[src/rtl/can_trailer_sequencer.sv]
// CAN frame trailer sequencer: walks CRC delimiter, ACK slot/delimiter, EOF and
// intermission one bit per SP edge, flagging form errors and marking the first EOF bit.
module can_trailer_sequencer #(
  parameter int EOF_BITS   = 7,
  parameter int INTER_BITS = 3
) (
  input  logic SP,
  input  logic reset,
  input  logic RX,
  input  logic CRC_End,
  output logic EOF_Flag,
  output logic CRC_Delim_Error,
  output logic ACK_Error,
  output logic ACK_Delim_Error,
  output logic Overload_Req,
  output logic Frame_Done,
  output logic Busy
);

  typedef enum logic [2:0] {
    IDLE,
    CRC_DEL,
    ACK_SLOT,
    ACK_DEL,
    EOF,
    INTER
  } state_t;

  localparam logic [3:0] EOF_LAST   = 4'(EOF_BITS - 1);
  localparam logic [3:0] INTER_LAST = 4'(INTER_BITS - 1);

  state_t     state_reg, state_next;
  logic [3:0] cnt_reg, cnt_next;
  logic       eof_flag_reg, eof_flag_next;
  logic [2:0] err_reg, err_next;  // [0] CRC delimiter, [1] ACK slot, [2] ACK delimiter
  logic       overload_reg, overload_next;
  logic       done_reg, done_next;
  logic       busy_reg, busy_next;

  always_ff @(posedge SP or negedge reset) begin
    if (!reset) begin
      state_reg    <= IDLE;
      cnt_reg      <= 4'd0;
      eof_flag_reg <= 1'b1;
      err_reg      <= 3'b111;
      overload_reg <= 1'b1;
      done_reg     <= 1'b0;
      busy_reg     <= 1'b0;
    end else begin
      state_reg    <= state_next;
      cnt_reg      <= cnt_next;
      eof_flag_reg <= eof_flag_next;
      err_reg      <= err_next;
      overload_reg <= overload_next;
      done_reg     <= done_next;
      busy_reg     <= busy_next;
    end
  end

  always_comb begin
    state_next    = state_reg;
    cnt_next      = cnt_reg;
    eof_flag_next = 1'b1;
    err_next      = err_reg;
    overload_next = 1'b1;
    done_next     = 1'b0;

    case (state_reg)
      IDLE: begin
        if (CRC_End) begin
          state_next = CRC_DEL;
          cnt_next   = 4'd0;
          err_next   = 3'b111;
        end
      end
      CRC_DEL: begin
        if (!RX) err_next[0] = 1'b0;
        state_next = ACK_SLOT;
        cnt_next   = 4'd0;
      end
      ACK_SLOT: begin
        if (RX) err_next[1] = 1'b0;
        state_next = ACK_DEL;
        cnt_next   = 4'd0;
      end
      ACK_DEL: begin
        if (!RX) err_next[2] = 1'b0;
        state_next    = EOF;
        cnt_next      = 4'd0;
        eof_flag_next = 1'b0;
      end
      EOF: begin
        if (cnt_reg == EOF_LAST) begin
          state_next = INTER;
          cnt_next   = 4'd0;
        end else begin
          cnt_next = cnt_reg + 4'd1;
        end
      end
      INTER: begin
        // A dominant third intermission bit is a new SOF, not an overload.
        if ((cnt_reg <= 4'd1) && !RX) overload_next = 1'b0;
        if (cnt_reg == INTER_LAST) begin
          state_next = IDLE;
          cnt_next   = 4'd0;
          done_next  = 1'b1;
        end else begin
          cnt_next = cnt_reg + 4'd1;
        end
      end
      default: begin
        state_next = IDLE;
        cnt_next   = 4'd0;
      end
    endcase

    busy_next = (state_next != IDLE);
  end

  assign EOF_Flag        = eof_flag_reg;
  assign CRC_Delim_Error = err_reg[0];
  assign ACK_Error       = err_reg[1];
  assign ACK_Delim_Error = err_reg[2];
  assign Overload_Req    = overload_reg;
  assign Frame_Done      = done_reg;
  assign Busy            = busy_reg;

endmodule
[config.mk]
export PLATFORM = sky130hd
export DESIGN_NAME = can_trailer_sequencer
export DESIGN_NICKNAME = d
export VERILOG_FILES = /design/src/rtl/can_trailer_sequencer.sv
export SDC_FILE = /design/constraint.sdc
export NUM_CORES = 1
export LEC_CHECK = 0
export BUFFER_PORTS_ARGS = -buffer_cell sky130_fd_sc_hd__clkbuf_2
export CAP_MARGIN = 0
export CORE_MARGIN = 3
export CORE_UTILIZATION = 45
export CTS_CLUSTER_SIZE = 24
export DETAILED_ROUTE_END_ITERATION = 10
export GPL_ROUTABILITY_DRIVEN = 0
export PLACE_DENSITY_LB_ADDON = 0.05
export SYNTH_ARGS = -nofsm -noshare
export SYNTH_HDL_FRONTEND = slang
export SYNTH_SLANG_ARGS = --single-unit
[constraint.sdc]
create_clock -name SP -period 1.5 [get_ports SP]
set_input_delay 0.075 -clock SP [delete_from_list [all_inputs] [get_ports SP]]
set_output_delay 0.075 -clock SP [all_outputs]
set_load 0.005 [all_outputs]
After elaboration in Yosys (flattened, before gate mapping)

Index checks and enable logic that the tools add are counted.

$mul: 0
Shift-type cells: 0
$add $sub $neg: 1
Divide/modulo/power cells: 0
Equality and inequality tests: 11
Reduce and logical (&&, ||, !) cells: 10
Order comparisons: 1
Mux-type cells: 19
Bitwise logic cells: 0

Operators with widths:

| operator                                                       | number |
|---|---|
| one-hot mux 3 bit (6 select lines)                             | 1 |
| 2-to-1 mux 3 bit                                               | 4 |
| 2-to-1 mux 4 bit                                               | 3 |
| one-hot mux 4 bit (3 select lines)                             | 1 |
| AND reduction 3 bit                                            | 3 |
| != test 2 bit, second input constant                           | 4 |
| 2-to-1 mux 1 bit                                               | 7 |
| equality test 3 x 2 -> 1 bit, second input constant            | 2 |
| equality test 3 bit, second input constant                     | 2 |
| one-hot mux 1 bit (2 select lines)                             | 3 |
| nonzero test 2 bit                                             | 3 |
| adder 4 x 1 -> 4 bit, second input constant                    | 1 |
| equality test 4 x 2 -> 1 bit, second input constant            | 1 |
| equality test 4 x 3 -> 1 bit, second input constant            | 1 |
| less-or-equal comparator 4 x 1 -> 1 bit, second input constant | 1 |
| equality test 3 x 1 -> 1 bit, second input constant            | 1 |
| zero test 3 bit                                                | 1 |
| nonzero test 3 bit                                             | 1 |
| logical AND 1 bit                                              | 1 |
| zero test 1 bit                                                | 1 |

Memory bits (read-only): 0
Output and inout port bits: 7
Bits of input ports: 4
Word-level logic and storage cells: 51
Bits in writable memories: 0
Flip-flop bits (word level): 14
Latch bits: 0
Memories: 0

Longest topological paths before layout

Depth after elaboration: 4
Depth in mapped cells: 4
Gate-level depth less buffers: 3

Least setup slack after synthesis

No wires, ideal clock.

Path type: register -> register
Start point: register state_reg[0]
End point: register cnt_reg[1]
Arrival: 1064 ps
Setup slack: 310 ps
Cell stages (with the launch flop): 5
Required time: 1374 ps
Period minus slack after synthesis: 1190 ps
Cells stage by stage: dfrtp_1 -> buf_4 -> xnor2_1 -> o211a_1 -> a221o_1

Word-level cells in the longest chain between the ends: 2

Ends and longest elaborated chain:

| what                                                                | line | RTL |
|---|---|---|
| start: declaration                                                  | 32   | `state_t state_reg, state_next;` |
| start signal: assignment                                            | 50   | `state_reg <= state_next;` |
| equality test 3 bit or zero test 3 bit (tied branches)              | 68   | `case (state_reg)` |
| one-hot mux 4 bit (3 select lines) or != test 2 bit (tied branches) | -    |  |
| end signal: assignment                                              | 51   | `cnt_reg <= cnt_next;` |
| end: declaration                                                    | 33   | `logic [3:0] cnt_reg, cnt_next;` |

Parallel ways exist; a longest one is shown, timed or not.
A chain may end at the register's enable or synchronous reset.

Final worst setup path

Start point: register state_reg[2]
End point: register cnt_reg[2]

The elaborated chain is that of the path after synthesis.

==> reports/metrics.yaml <==
drc: 0
critPathArrivalTime_ps: 1600
largest_reg_flops: 4
root_buffer: "clkbuf_4"
synthTopCellsByArea: "dfrtp_1, dfstp_2, o21ai_0"
reg2reg_to: "cnt_reg[2]$_DFFE_PN0P_"
ff2ff_path_depth: 3
synth-warning-count: 0
area_delta_synth_final_pct: 14.7
antennaDiodeCount: 0
worst_setup_path_start_kind: "flip-flop"
fin_tns_setup_ps: 0
io_pins: 11
synth_seq_cells: 14
pre_cts_slack_ps: 173
fin_ws_ps: 104
peakVddDrop_uv: 914
slowest_delay_ps: 570
grt_pass1_wl_microns: 2260
drt-pass1-iter-count: 4
cts_tree: "done"
ant_nets: 0
path_max_fanout: 11
final_hold_viol_count: 0
grt_max_degree: 15
cts.sinks: 14
drive_above_1_share_pct: 31.2
netlist_instances: 64
ys_seq_area_share_pct: 51.8
start_util_pct: 50.4
rsz0062_at_grt: "no"
final-setup-viol-count: 0
fin_crit_ps: 1400
die_y_microns: 45.1
crit_path_end_kind: "flip-flop"
finalNetCount: 82
antenna_found_initial: 0
leakagePower_nw: 0.363
vias: 529
fp-row-count: 13
crit_cells: 3
syn_nets: 68
finalWirelength_microns: 1360
timing.rr.start: "state_reg[2]$_DFF_PN0_"
die-area_sq_um: 2030
cp_cell_sequence: "nand2b_1 -> a221o_1 -> a31oi_1"
slew_headroom_pct: 75.5
clock_latency_ps: 290
htree_num_levels: 1
die_w_microns: 45.1
grt_pass1_vias: 485
grt_overflow_total: 0
startpoint: "state_reg[2]$_DFF_PN0_"
critPathBufInv: 0
portBuffers: 10
cp_slowest_cell: "dfrtp_1"
hp-class: "in2reg"
maxCapViolations: 0
tightest_slew_ps: 368
fmax_ghz: 0.716
grtUsageTotal_pct: 16.0
drv_slew: 0
yosysTopAreaCell: "dfrtp_1"
syn_area_sq_um: 688
power.density_nw_per_um2: 1790
numCtsBuffers: 3
fin_crit_sh_pct: 93.1
yosys.area.top_type_share_pct: 32.7
post-dp-hpwl_microns: 901
core_sq_um: 1370
r2r_setup_slack_ps: 100
worstSetupPathType: "reg2reg"
detail_route.wl_per_cell_microns: 14.7
timing.critical_path.max_delay_family: "flip-flops"
crit_required_ps: 1700
drtIter0Drc: 15
cts-resized-gates: 0
syn_avg_cell_area_sq_um: 10.8
crit_end: "cnt_reg[2]$_DFFE_PN0P_"
via_per_inst: 5.75
status: "finished, final reports clean"
yosysUniqueCellTypes: 29
clk_pin_slew_ps: 90
clockBufferDepth: 2
skew_ps: 3.01
[where the power goes]
group / switching [mW] / internal (mW)
sequential: 0.176 / 0.512
combinational: 0.222 / 0.226
clock: 0.130 / 0.148
total: 0.528 / 0.886
[placed cells by master, fill, tap and decap left out, drive strengths merged, types with 2 or more instances in the layout]
cell / instances
a21oi: 4
a221o: 2
a31oi: 2
buf: 2
clkbuf: 14
dfrtp: 9
dfstp: 5
inv: 2
nand2: 3
nand3: 3
nor2: 5
nor2b: 2
o21ai: 5
o31ai: 3
xnor2: 2
[how the worst min path moves through the flow]
stage,start,endpoint,cells past startpoint
floorplan,reset,Busy$_DFF_PN0_,0
global placement,reset,Busy$_DFF_PN0_,1
detailed placement,reset,Busy$_DFF_PN0_,1
CTS,RX,Overload_Req$_DFF_PN1_,2
global route,RX,Overload_Req$_DFF_PN1_,2
finish,RX,Overload_Req$_DFF_PN1_,2
[cell type report]
class                   count  area [sq um]
flip-flops and latches     14           357
fillers                   122           577
well taps                  15          18.8
repair buffers             13          75.1
clock buffers               4          36.3
inverters                   2          7.51
multi-input cells          44           295
[synth_stat cells, drive strengths merged]
cell,n
a21o,1
a21oi,4
a221o,2
a31oi,2
and2,1
and2b,1
and3,1
buf,4
dfrtp,9
dfstp,5
inv,2
mux2i,1
nand2,3
nand2b,1
nand3,3
nand3b,1
nand4b,1
nor2,5
nor2b,2
nor3b,1
nor4,1
o211a,1
o21ai,5
o2bb2ai,1
o31ai,3
or3,1
xnor2,2
[metrics by stage]
stage / instances / total power [mW] / area [sq um] / util [%] / hold WS [ps]
after floorplan: 64 / 1.02 / 688 / - / -221
after global placement: 87 / 1.13 / 743 / 54.4 / -4.89
after detailed placement: 87 / 1.13 / 743 / 54.4 / -1.31
after CTS: 92 / 1.43 / 790 / 57.8 / 45.9
after global routing: 92 / 1.52 / 790 / 57.8 / 54.0
final: 92 / 1.41 / 790 / 57.8 / 57.9
[metal layers]
metal  up-vias  wire [microns]  GRT usage (%)
met5         -               0              0
met4         0              22           10.5
met3         4              62           5.18
met2        14             576           22.0
met1       249             695           21.1
li1        262               -              -
[timing repair]
item / 4_1_cts / 5_1_grt
hold endpoints to repair: 14 / 0
buffers inserted: 0 / 0
hold buffers: 1 / 0
[logic make-up (layout without fill, tap and decap cells)]
kind of cell / after synthesis / after routing / share of synthesized area (%)
buffers and inverters: 6 / 19 / 5.27
multiplexers: 1 / 1 / 1.45
XOR/XNOR: 2 / 2 / 2.55
flip-flops: 14 / 14 / 51.8
AND/OR/NAND/NOR: 22 / 22 / 20.5
AO/OA/AOI/OAI: 19 / 19 / 18.4
Note: power is estimated with default switching activity, not from simulation.
